===== config.mk =====
export PLATFORM = sky130hd
export DESIGN_NAME = usb_serial_fifo_ep
export DESIGN_NICKNAME = d
export VERILOG_FILES = /design/src/rtl/usb_serial_pkg.sv /design/src/rtl/usb_sync_fifo.sv /design/src/rtl/usb_serial_fifo_ep.sv
export SDC_FILE = /design/constraint.sdc
export NUM_CORES = 1
export LEC_CHECK = 0
export BUFFER_PORTS_ARGS = -buffer_cell sky130_fd_sc_hd__buf_2
export CORE_ASPECT_RATIO = 1.2
export CORE_MARGIN = 2
export CORE_UTILIZATION = 30
export CTS_CLUSTER_DIAMETER = 200
export DETAILED_ROUTE_END_ITERATION = 8
export PLACE_DENSITY_LB_ADDON = 0.3
export SLEW_MARGIN = 20
export SYNTH_ARGS = -nofsm -noshare
export SYNTH_HDL_FRONTEND = slang
export SYNTH_SLANG_ARGS = --single-unit

===== constraint.sdc =====
create_clock -name clk -period 3.85 [get_ports clk]
set_clock_uncertainty 0.05 [all_clocks]
set_input_delay 0.77 -clock clk [delete_from_list [all_inputs] [get_ports clk]]
set_output_delay 0.77 -clock clk [all_outputs]
set_load 0.02 [all_outputs]

===== src/rtl/usb_serial_pkg.sv =====
// usb_serial_pkg
//   Shared types and width helpers for the USB serial endpoint bridge.
//   in_state_t : IN endpoint packetiser states.
//   cnt_w      : occupancy counter width for a FIFO of the given depth.
//   ptr_w      : read/write pointer width for a FIFO of the given depth.
//   timer_w    : width of a counter that must hold values 0..cycles.
package usb_serial_pkg;

    localparam int BYTE_W = 8;

    typedef enum logic [1:0] {
        IN_IDLE = 2'd0,
        IN_REQ  = 2'd1,
        IN_FILL = 2'd2,
        IN_DONE = 2'd3
    } in_state_t;

    function automatic int cnt_w(input int depth);
        return $clog2(depth) + 1;
    endfunction

    function automatic int ptr_w(input int depth);
        return (depth > 1) ? $clog2(depth) : 1;
    endfunction

    function automatic int timer_w(input int cycles);
        return $clog2(cycles + 1);
    endfunction

endpackage


===== src/rtl/usb_sync_fifo.sv =====
// usb_sync_fifo
//   Single-clock first-word-fall-through FIFO. The head entry is visible on
//   rd_data whenever empty is low; rd_en pops it.
// Ports:
//   clk, reset       : clock, synchronous active-high reset
//   wr_en, wr_data   : push request and data (accepted when not full, or
//                      when full but popping in the same cycle)
//   rd_en            : pop request (ignored when empty)
//   rd_data          : current head entry
//   count            : occupancy, 0..DEPTH
//   full, empty      : occupancy flags
module usb_sync_fifo
    import usb_serial_pkg::*;
#(
    parameter int WIDTH = 8,
    parameter int DEPTH = 16,
    localparam int CW   = cnt_w(DEPTH)
) (
    input  logic             clk,
    input  logic             reset,
    input  logic             wr_en,
    input  logic [WIDTH-1:0] wr_data,
    input  logic             rd_en,
    output logic [WIDTH-1:0] rd_data,
    output logic [CW-1:0]    count,
    output logic             full,
    output logic             empty
);

    localparam int PW = ptr_w(DEPTH);

    logic [WIDTH-1:0] mem [DEPTH];
    logic [PW-1:0]    wr_ptr;
    logic [PW-1:0]    rd_ptr;
    logic             do_wr;
    logic             do_rd;

    assign empty   = (count == '0);
    assign full    = (count == CW'(DEPTH));
    assign do_rd   = rd_en && !empty;
    // A pop frees the slot this cycle, so a push alongside it is safe when full.
    assign do_wr   = wr_en && (!full || do_rd);
    assign rd_data = mem[rd_ptr];

    always_ff @(posedge clk) begin
        if (reset) begin
            wr_ptr <= '0;
            rd_ptr <= '0;
            count  <= '0;
        end else begin
            if (do_wr) wr_ptr <= wr_ptr + PW'(1);
            if (do_rd) rd_ptr <= rd_ptr + PW'(1);
            case ({do_wr, do_rd})
                2'b10:   count <= count + CW'(1);
                2'b01:   count <= count - CW'(1);
                default: count <= count;
            endcase
        end
    end

    always_ff @(posedge clk) begin
        if (do_wr) mem[wr_ptr] <= wr_data;
    end

endmodule


===== src/rtl/usb_serial_fifo_ep.sv =====
// usb_serial_fifo_ep
//   Buffered bridge between the USB core's OUT/IN endpoint interfaces and a
//   byte-stream serial client. OUT bytes land in an RX FIFO read by the client
//   with valid/ready; client bytes fill a TX FIFO that is packetised into IN
//   transfers (full packets immediately, partial packets after an idle
//   timeout, zero-length packet after a full packet that drained the FIFO).
// Ports:
//   clk, reset                        : clock, synchronous active-high reset
//   out_ep_*                          : USB OUT endpoint (host to device)
//   in_ep_*                           : USB IN endpoint (device to host)
//   uart_tx_data/strobe, uart_tx_ready: client bytes towards the host
//   uart_rx_data/valid, uart_rx_ready : host bytes towards the client
module usb_serial_fifo_ep
    import usb_serial_pkg::*;
#(
    parameter int RX_DEPTH     = 16,
    parameter int TX_DEPTH     = 64,
    parameter int MAX_PKT      = 64,
    parameter int FLUSH_CYCLES = 1024
) (
    input  logic              clk,
    input  logic              reset,
    output logic              out_ep_req,
    input  logic              out_ep_grant,
    input  logic              out_ep_data_avail,
    input  logic              out_ep_setup,
    output logic              out_ep_data_get,
    input  logic [BYTE_W-1:0] out_ep_data,
    output logic              out_ep_stall,
    input  logic              out_ep_acked,
    output logic              in_ep_req,
    input  logic              in_ep_grant,
    input  logic              in_ep_data_free,
    output logic              in_ep_data_put,
    output logic [BYTE_W-1:0] in_ep_data,
    output logic              in_ep_data_done,
    output logic              in_ep_stall,
    input  logic              in_ep_acked,
    output logic              uart_tx_ready,
    input  logic [BYTE_W-1:0] uart_tx_data,
    input  logic              uart_tx_strobe,
    output logic [BYTE_W-1:0] uart_rx_data,
    output logic              uart_rx_valid,
    input  logic              uart_rx_ready
);

    localparam int RX_CW  = cnt_w(RX_DEPTH);
    localparam int TX_CW  = cnt_w(TX_DEPTH);
    localparam int PKT_CW = cnt_w(MAX_PKT);
    localparam int TMR_W  = timer_w(FLUSH_CYCLES);

    logic              unused_inputs;
    logic              rx_full_unused;
    logic [BYTE_W-1:0] rx_head;
    logic [RX_CW-1:0]  rx_count;
    logic              rx_empty;
    logic [RX_CW:0]    rx_used;
    logic              get_q;
    logic [BYTE_W-1:0] tx_head;
    logic [TX_CW-1:0]  tx_count;
    logic              tx_full;
    logic              tx_empty;
    logic              tx_wr;
    logic              in_put;
    in_state_t         state;
    logic [PKT_CW-1:0] pkt_cnt;
    logic              pkt_at_max;
    logic              zlp_pending;
    logic [TMR_W-1:0]  idle_timer;
    logic              full_trig;
    logic              flush_trig;

    assign unused_inputs = &{1'b0, out_ep_setup, out_ep_acked, in_ep_acked};

    assign out_ep_stall = 1'b0;
    assign in_ep_stall  = 1'b0;

    // The byte fetched by last cycle's get is still in flight, so reserve it:
    // request only while at least two slots remain free.
    assign rx_used         = {1'b0, rx_count} + (RX_CW + 1)'(get_q);
    assign out_ep_req      = out_ep_data_avail && (rx_used <= (RX_CW + 1)'(RX_DEPTH - 2));
    assign out_ep_data_get = out_ep_grant && out_ep_req;

    assign uart_rx_valid = !rx_empty;
    assign uart_rx_data  = rx_empty ? '0 : rx_head;

    usb_sync_fifo #(.WIDTH(BYTE_W), .DEPTH(RX_DEPTH)) u_rx_fifo (
        .clk     (clk),
        .reset   (reset),
        .wr_en   (get_q),
        .wr_data (out_ep_data),
        .rd_en   (uart_rx_ready),
        .rd_data (rx_head),
        .count   (rx_count),
        .full    (rx_full_unused),
        .empty   (rx_empty)
    );

    assign uart_tx_ready = !tx_full;
    // A strobe into a full FIFO is kept only if the IN side pops that cycle.
    assign tx_wr         = uart_tx_strobe && (!tx_full || in_put);

    usb_sync_fifo #(.WIDTH(BYTE_W), .DEPTH(TX_DEPTH)) u_tx_fifo (
        .clk     (clk),
        .reset   (reset),
        .wr_en   (tx_wr),
        .wr_data (uart_tx_data),
        .rd_en   (in_put),
        .rd_data (tx_head),
        .count   (tx_count),
        .full    (tx_full),
        .empty   (tx_empty)
    );

    assign pkt_at_max     = (pkt_cnt == PKT_CW'(MAX_PKT));
    assign in_put         = (state == IN_FILL) && in_ep_data_free && !tx_empty && !pkt_at_max;
    assign in_ep_data_put = in_put;
    assign in_ep_data     = in_put ? tx_head : '0;

    assign full_trig  = (tx_count >= TX_CW'(MAX_PKT));
    assign flush_trig = (idle_timer == TMR_W'(FLUSH_CYCLES)) && ((tx_count != '0) || zlp_pending);

    always_ff @(posedge clk) begin
        if (reset) begin
            state           <= IN_IDLE;
            in_ep_req       <= 1'b0;
            in_ep_data_done <= 1'b0;
            pkt_cnt         <= '0;
            zlp_pending     <= 1'b0;
            idle_timer      <= '0;
            get_q           <= 1'b0;
        end else begin
            get_q           <= out_ep_data_get;
            in_ep_data_done <= 1'b0;
            case (state)
                IN_IDLE: begin
                    pkt_cnt <= '0;
                    if (full_trig || flush_trig) begin
                        state      <= IN_REQ;
                        in_ep_req  <= 1'b1;
                        idle_timer <= '0;
                    end else if (tx_wr) begin
                        idle_timer <= '0;
                    end else if ((!tx_empty || zlp_pending) &&
                                 (idle_timer != TMR_W'(FLUSH_CYCLES))) begin
                        idle_timer <= idle_timer + TMR_W'(1);
                    end
                end
                IN_REQ: begin
                    if (in_ep_grant) state <= IN_FILL;
                end
                IN_FILL: begin
                    if (in_put) pkt_cnt <= pkt_cnt + PKT_CW'(1);
                    // No put happens in a closing cycle, so pkt_cnt is final here.
                    if (pkt_at_max || tx_empty) begin
                        state           <= IN_DONE;
                        in_ep_data_done <= 1'b1;
                        zlp_pending     <= pkt_at_max && tx_empty;
                    end
                end
                IN_DONE: begin
                    state     <= IN_IDLE;
                    in_ep_req <= 1'b0;
                end
                default: begin
                    state     <= IN_IDLE;
                    in_ep_req <= 1'b0;
                end
            endcase
        end
    end

endmodule


---- Yosys cells after proc, flatten, opt, wreduce, memory -nomap -nowiden ----
Memories as Yosys holds them, arrays and structs flattened. A register that Yosys moved wholly into a read port is not among the register bits.
Cells that the tools add are included.
operators by class
  add/subtract/negate cells ............... 11
  magnitude comparators ................... 2
  eq/ne operators ......................... 16
  muxes and demuxes ....................... 24
  bitwise gates (word level) .............. 1
  reduce and logical (&&, ||, !) cells .... 40
operators with widths
  operator                                                  count
  2-to-1 mux 11 bit                                         3
  one-hot mux 7 bit (2 select lines)                        2
  2-to-1 mux 8 bit                                          2
  adder 7 x 1 -> 7 bit, second input constant               2
  equality test 7 bit, second input constant                2
  logical AND 1 bit                                         13
  adder 6 x 1 -> 6 bit, second input constant               2
  2-to-1 mux 6 bit                                          2
  adder 11 x 1 -> 11 bit, second input constant             1
  equality test 11 bit, second input constant               1
  inequality test 11 bit, second input constant             1
  one-hot mux 5 bit (2 select lines)                        1
  adder 4 x 1 -> 4 bit, second input constant               2
  equality test 2 bit, second input constant                4
  2-to-1 mux 4 bit                                          2
  one-hot mux 2 bit (4 select lines)                        1
  AND reduction 2 bit                                       4
  nonzero test 2 bit                                        4
  greater-or-equal comparator 7 bit, second input constant  1
  zero test 7 bit                                           1
  logical OR 1 bit                                          7
  2-to-1 mux 7 bit                                          1
  nonzero test 7 bit                                        1
  subtractor 7 x 1 -> 7 bit, second input constant          1
  18 further kinds                                          33
storage, ports and cells
  flip-flop bits (word level) ............. 56
  bits in writable memories ............... 640
  bits of input ports ..................... 27
  output and inout bits ................... 25
  word-level logic and storage cells ...... 109
  memories ................................ 2
memories
  memory         depth  width  read ports  clocked after memory_dff  wr ports  RTL line             RTL
  u_tx_fifo.mem  64     8      1           1                         1         usb_sync_fifo.sv:32  logic [WIDTH-1:0] mem [DEPTH];
  u_rx_fifo.mem  16     8      1           1                         1         usb_sync_fifo.sv:32

---- Depth between registers and ports, before layout ----
  depth after elaboration ................. 9
  depth in mapped cells ................... 17
  mapped depth without buffers ............ 14

---- Hierarchy ----
Synthesis repeated with hierarchy kept, for this count alone.
unflattened totals
  cell total of the unflattened synthesis .. 1,564
  area, all modules ....................... 28,633.7 um2
modules (own cells, without submodules)
  module                      times used  cells an instance  area each (um2)  sequential area each (um2)
  usb_sync_fifo at u_tx_fifo  1           1,038              21,120.3         15,875.2
  usb_sync_fifo at u_rx_fifo  1           325                5,866.9          4,184.0
  usb_serial_fifo_ep          1           201                1,646.6          480.5

---- Worst setup path before layout ----
No wires, ideal clock.
  kind .................................... register -> register
  from .................................... reg u_tx_fifo.count[3]
  to ...................................... reg u_tx_fifo.count[6]
  library setup time ...................... 0.070 ns
  arrival time ............................ 3.620 ns
  data required time ...................... 3.730 ns
  slack ................................... 0.109 ns
  cell stages (with the launch flop) ...... 17
  buffers on the path ..................... 4
  clock period less this slack ............ 3.741 ns
  cell sequence ........................... dfxtp_1 -> buf_6 -> or4_4 -> buf_6 -> or3_4 -> o21a_1 -> buf_2 -> clkinv_1 -> ha_1 -> buf_1 -> xor2_1 -> ha_1 -> a21oi_1 -> mux2_2 -> a22oi_1 -> or3_1 -> a21oi_1
on the way
  elaborated cells on any way between the ends .. 17
  classes of those cells .................. add/sub: 2; eq/ne: 3; mux: 1; reduce/logical: 11
RTL lines
  element                                                                   RTL line                   RTL
  start: declaration                                                        usb_sync_fifo.sv:25        output logic [CW-1:0] count,
  start signal: assignment                                                  usb_sync_fifo.sv:54        2'b10: count <= count + CW'(1);
  start signal: assignment                                                  usb_sync_fifo.sv:55        2'b01: count <= count - CW'(1);
  start signal: assignment                                                  usb_sync_fifo.sv:56        default: count <= count;
  equality test 7 bit *                                                     usb_sync_fifo.sv:39        assign full = (count == CW'(DEPTH));
  zero test 1 bit *                                                         -
  named net uart_tx_ready                                                   usb_serial_fifo_ep.sv:39   output logic uart_tx_ready,
  logical OR 1 bit                                                          usb_serial_fifo_ep.sv:101  assign tx_wr = uart_tx_strobe && (!tx_full || in_put);
  logical AND 1 bit                                                         usb_serial_fifo_ep.sv:101
  logical AND 1 bit *                                                       usb_sync_fifo.sv:42        assign do_wr = wr_en && (!full || do_rd);
  equality test 2 x 1 -> 1 bit or equality test 2 bit (tied branches)       usb_sync_fifo.sv:53        case ({do_wr, do_rd})
  one-hot mux 7 bit (2 select lines) or nonzero test 2 bit (tied branches)  -
Mark *: on every way through the listed nets, which the timed path passes. The rest lies on a longest branch.
A chain may end at the register's enable or synchronous reset.

==> impl_metrics.csv <==
group,metric,value,unit
die,initial_core_util,0.3024,
global_route,first_global_vias,15396,
yosys,yosysSeqAreaShare,0.7247,
timing,period_minus_slack,3810,ps
die,die_area,0.09696,sq mm
power_and_ir_drop,pwr-share-seq,0.516,
power_and_ir_drop,internal_power,12.75,mW
worst_hold_path,hold_path_class,"in2reg",
layout,finalInstanceArea,0.03347,sq mm
clocking,numCtsBuffers,76,
power_and_ir_drop,finalPower,16.36,mW
clocking,cts.sinks,706,
clocking,cts_root_buf,"clkbuf_16",
drt,routed-via-count,14920,
timing,timing.final.crit_share,0.9896,
yosys,synth_edf_count,640,
drt,firstDrtPassIters,5,
die,pin_count,52,
setup_path,worstPathMaxFanout,13,
power_and_ir_drop,power.density,488.8,mW/mm^2
die,num_rows,123,
layout,area_growth,18.07,%
yosys,async_flop_share,0,
setup_path,end_kind,"output pin",
layout,final_cell_count_no_fill,3037,
drt,vias_per_cell,4.913,
setup_path,cp_slowest_cell,"a311oi_2",
global_route,grt.overflow.total,0,
clocking,clkLatencyLatePin,620,ps
drt,drtIter0Drc,1372,
drt,drc,0,
global_route,antenna_found_initial,0,
yosys,synth.distinct_cells,69,
timing,slew_headroom,0.3320,
clocking,cts_tree,"done",
global_route,grt_util_all_layers,0.1394,
setup_path,worst_setup_path_start_kind,"register",
power_and_ir_drop,clockPowerShare,0.430,
power_and_ir_drop,combPwrFrac,0.053,
power_and_ir_drop,p_switching,3.612,mW
timing,rsz0062_at_grt,"yes",
timing,setup_ws,40.20,ps
yosys,netlist_area,0.02834,sq mm
setup_path,path_class,"reg2out",
clocking,clkTransAtPathRegs,60,ps
yosys,ys_ff_latch,706,
timing,max_freq,262.5,MHz
layout,multiInputGateArea,0.007391,sq mm
die,die_w,284.6,microns
placed_design,port_buffers,46,
setup_path,critical_path_arrival,2990,ps
timing,setup_viol,0,
clocking,cts_buffer_depth,3,
placed_design,hpwl,44380,microns
drt,wl,67700,microns
timing,slew_violations,0,
placed_design,post-place-cells,2888,
clocking,cts_max_level,3,
power_and_ir_drop,ir_worst_vdd,0.3870,mV
power_and_ir_drop,netSwitchingFraction,0.2208,
yosys,synth_area_per_cell,18.20,sq um
global_route,grt_max_degree,65,
timing,hold_violations,0,
placed_design,pre_cts_ws,329.3,ps
die,die_height,340.7,microns
setup_path,critical-path-top-delay-family,"compound AO/OA/AOI/OAI gates",
die,core,0.09372,sq mm
timing,worst_pin_slew,1002,ps
global_route,grt_pass1_wl,101100,microns
status,status,"finished, final reports clean",
layout,fillCellCount,8756,
layout,regArea,0.02056,sq mm
setup_path,cp_slowest_stage_delay,370,ps
placed_design,gp_congestion,0.8085,
yosys,synth_warnings,0,
drt,avgRoutedWirePerCell,22.29,microns
job,drv_cap,0,
placed_design,dpl_cell_area,0.03072,sq mm
setup_path,path_buf_inv,4,
layout,antenna_cells,0,
setup_path,cp.required,3030,ps
layout,drive_gt1_frac,0.2804,
yosys,synth-main-ff-cell,"edfxtp_1",
timing,finalSetupTns,0,ps
layout,nets,1782,
power_and_ir_drop,p_leak,10.47,nW
yosys,synthCells,1557,
drt,ant_nets,0,
setup_path,crit_chain,"buf_12, buf_16, mux4_2, o22ai_1, a311oi_2, o221ai_1, a211oi_1, buf_4, buf_2",
==> Yosys cell counts, types with 24 or more instances <==
| master | count | share of area |
|---|---|---|
| nand2_1 | 42 | 0.0056 |
| mux4_2 | 166 | 0.13 |
| and2_1 | 24 | 0.0053 |
| edfxtp_1 | 640 | 0.68 |
| a21oi_1 | 42 | 0.0074 |
| inv_1 | 29 | 0.0038 |
| nor2_1 | 120 | 0.016 |
| ha_1 | 25 | 0.011 |
| buf_2 | 25 | 0.0044 |
| clkbuf_1 | 43 | 0.0057 |
| dfxtp_1 | 66 | 0.047 |
| nand3_1 | 28 | 0.0049 |
==> power by group through the flow <==
stage / logic (mW) / registers [mW] / clock network, mW
3_3_place_gp: 0.854 / 8.60 / 0
3_5_place_dp: 0.885 / 8.61 / 0
5_1_grt: 0.956 / 8.45 / 7.52
6_report: 0.872 / 8.44 / 7.04
2_1_floorplan: 0.559 / 8.59 / 0
4_1_cts: 0.886 / 8.44 / 7.24
==> sequential cells by signal (all words and copies together), names as in the netlist, 2 cells and up, named ones only <==
signal and count:
idle_timer 11, pkt_cnt 7, state 2, u_rx_fifo.count 5
u_rx_fifo.mem 128, u_rx_fifo.rd_ptr 4, u_rx_fifo.wr_ptr 4, u_tx_fifo.count 7
u_tx_fifo.mem 512, u_tx_fifo.rd_ptr 6, u_tx_fifo.wr_ptr 6
==> what timing repair did <==
| action | 4_1_cts | 5_1_grt |
|---|---|---|
| hold buffers | 0 | 0 |
| resized for setup | 29 | 9 |
| buffers inserted | 12 | 0 |
| pin swaps | 6 | 0 |
| cloned | 1 | 0 |
| setup endpoints to repair | 8 | 7 |
==> placed cells by master (no fill, tap or decap), types with 7 or more instances in the layout <==
master	instances
buf_2	43
buf_4	123
nor2_1	120
and3_1	9
a31oi_1	12
ha_1	25
o21ai_0	17
dfxtp_1	58
mux2i_1	20
o22ai_1	22
nand3b_1	7
nand2b_1	10
buf_12	8
nand3_1	28
inv_1	29
nor3_1	12
mux4_2	166
clkinv_2	12
or3_1	9
clkinv_1	14
xor2_1	16
a22oi_1	13
and2_1	24
clkbuf_16	76
nor4_1	10
nand4_1	13
nor2b_1	10
edfxtp_1	640
or4_1	7
nand2_1	42
clkbuf_1	17
a21oi_1	40
==> per-layer routing <==
metal,GRT usage,routed length [microns],vias to the layer above
li1,-,-,6624
met1,0.1765,28110,7797
met2,0.2455,34900,393
met3,0.02253,3177,106
met4,0.04046,1514,0
met5,0,0,-
==> layout make-up <==
cell class	instances	area share
timing repair buffer	181	0.04288
tap	1250	0.04673
multi-input combinational	732	0.2208
inverter	32	0.003589
clock buffer	93	0.05874
clock inverter	43	0.01294
sequential	706	0.6143
==> logic make-up after synthesis <==
family                     share of synthesized area
DFF                                           0.7247
and+or+nand+nor                              0.06101
muxes                                         0.1401
AOI/OAI and AO/OA                            0.03686
buffers and inverters                        0.01872
adders and majority gates                    0.01174
xor gates and xnor gates                    0.006798
other                                      0.0001323
==> stage by stage <==
step                hold WS, ps  utilization
floorplan                 381.9            -
global placement          406.0       0.3278
detailed placement        413.5       0.3278
CTS                       299.3       0.3565
global route              337.4       0.3571
finish                    345.0       0.3571
==> worst paths after layout <==
check                                   startpoint                 end  slack, ps  cells past startpoint
worst min-delay path                  out_ep_grant               get_q        350                      2
worst max-delay path                      register       in_ep_data[1]         40                      9
worst min register to register           in_ep_req           in_ep_req        430                      2
worst max register to register  u_rx_fifo.count[3]  u_rx_fifo.count[4]        450                     11
Power figures use the tool's default switching activity.
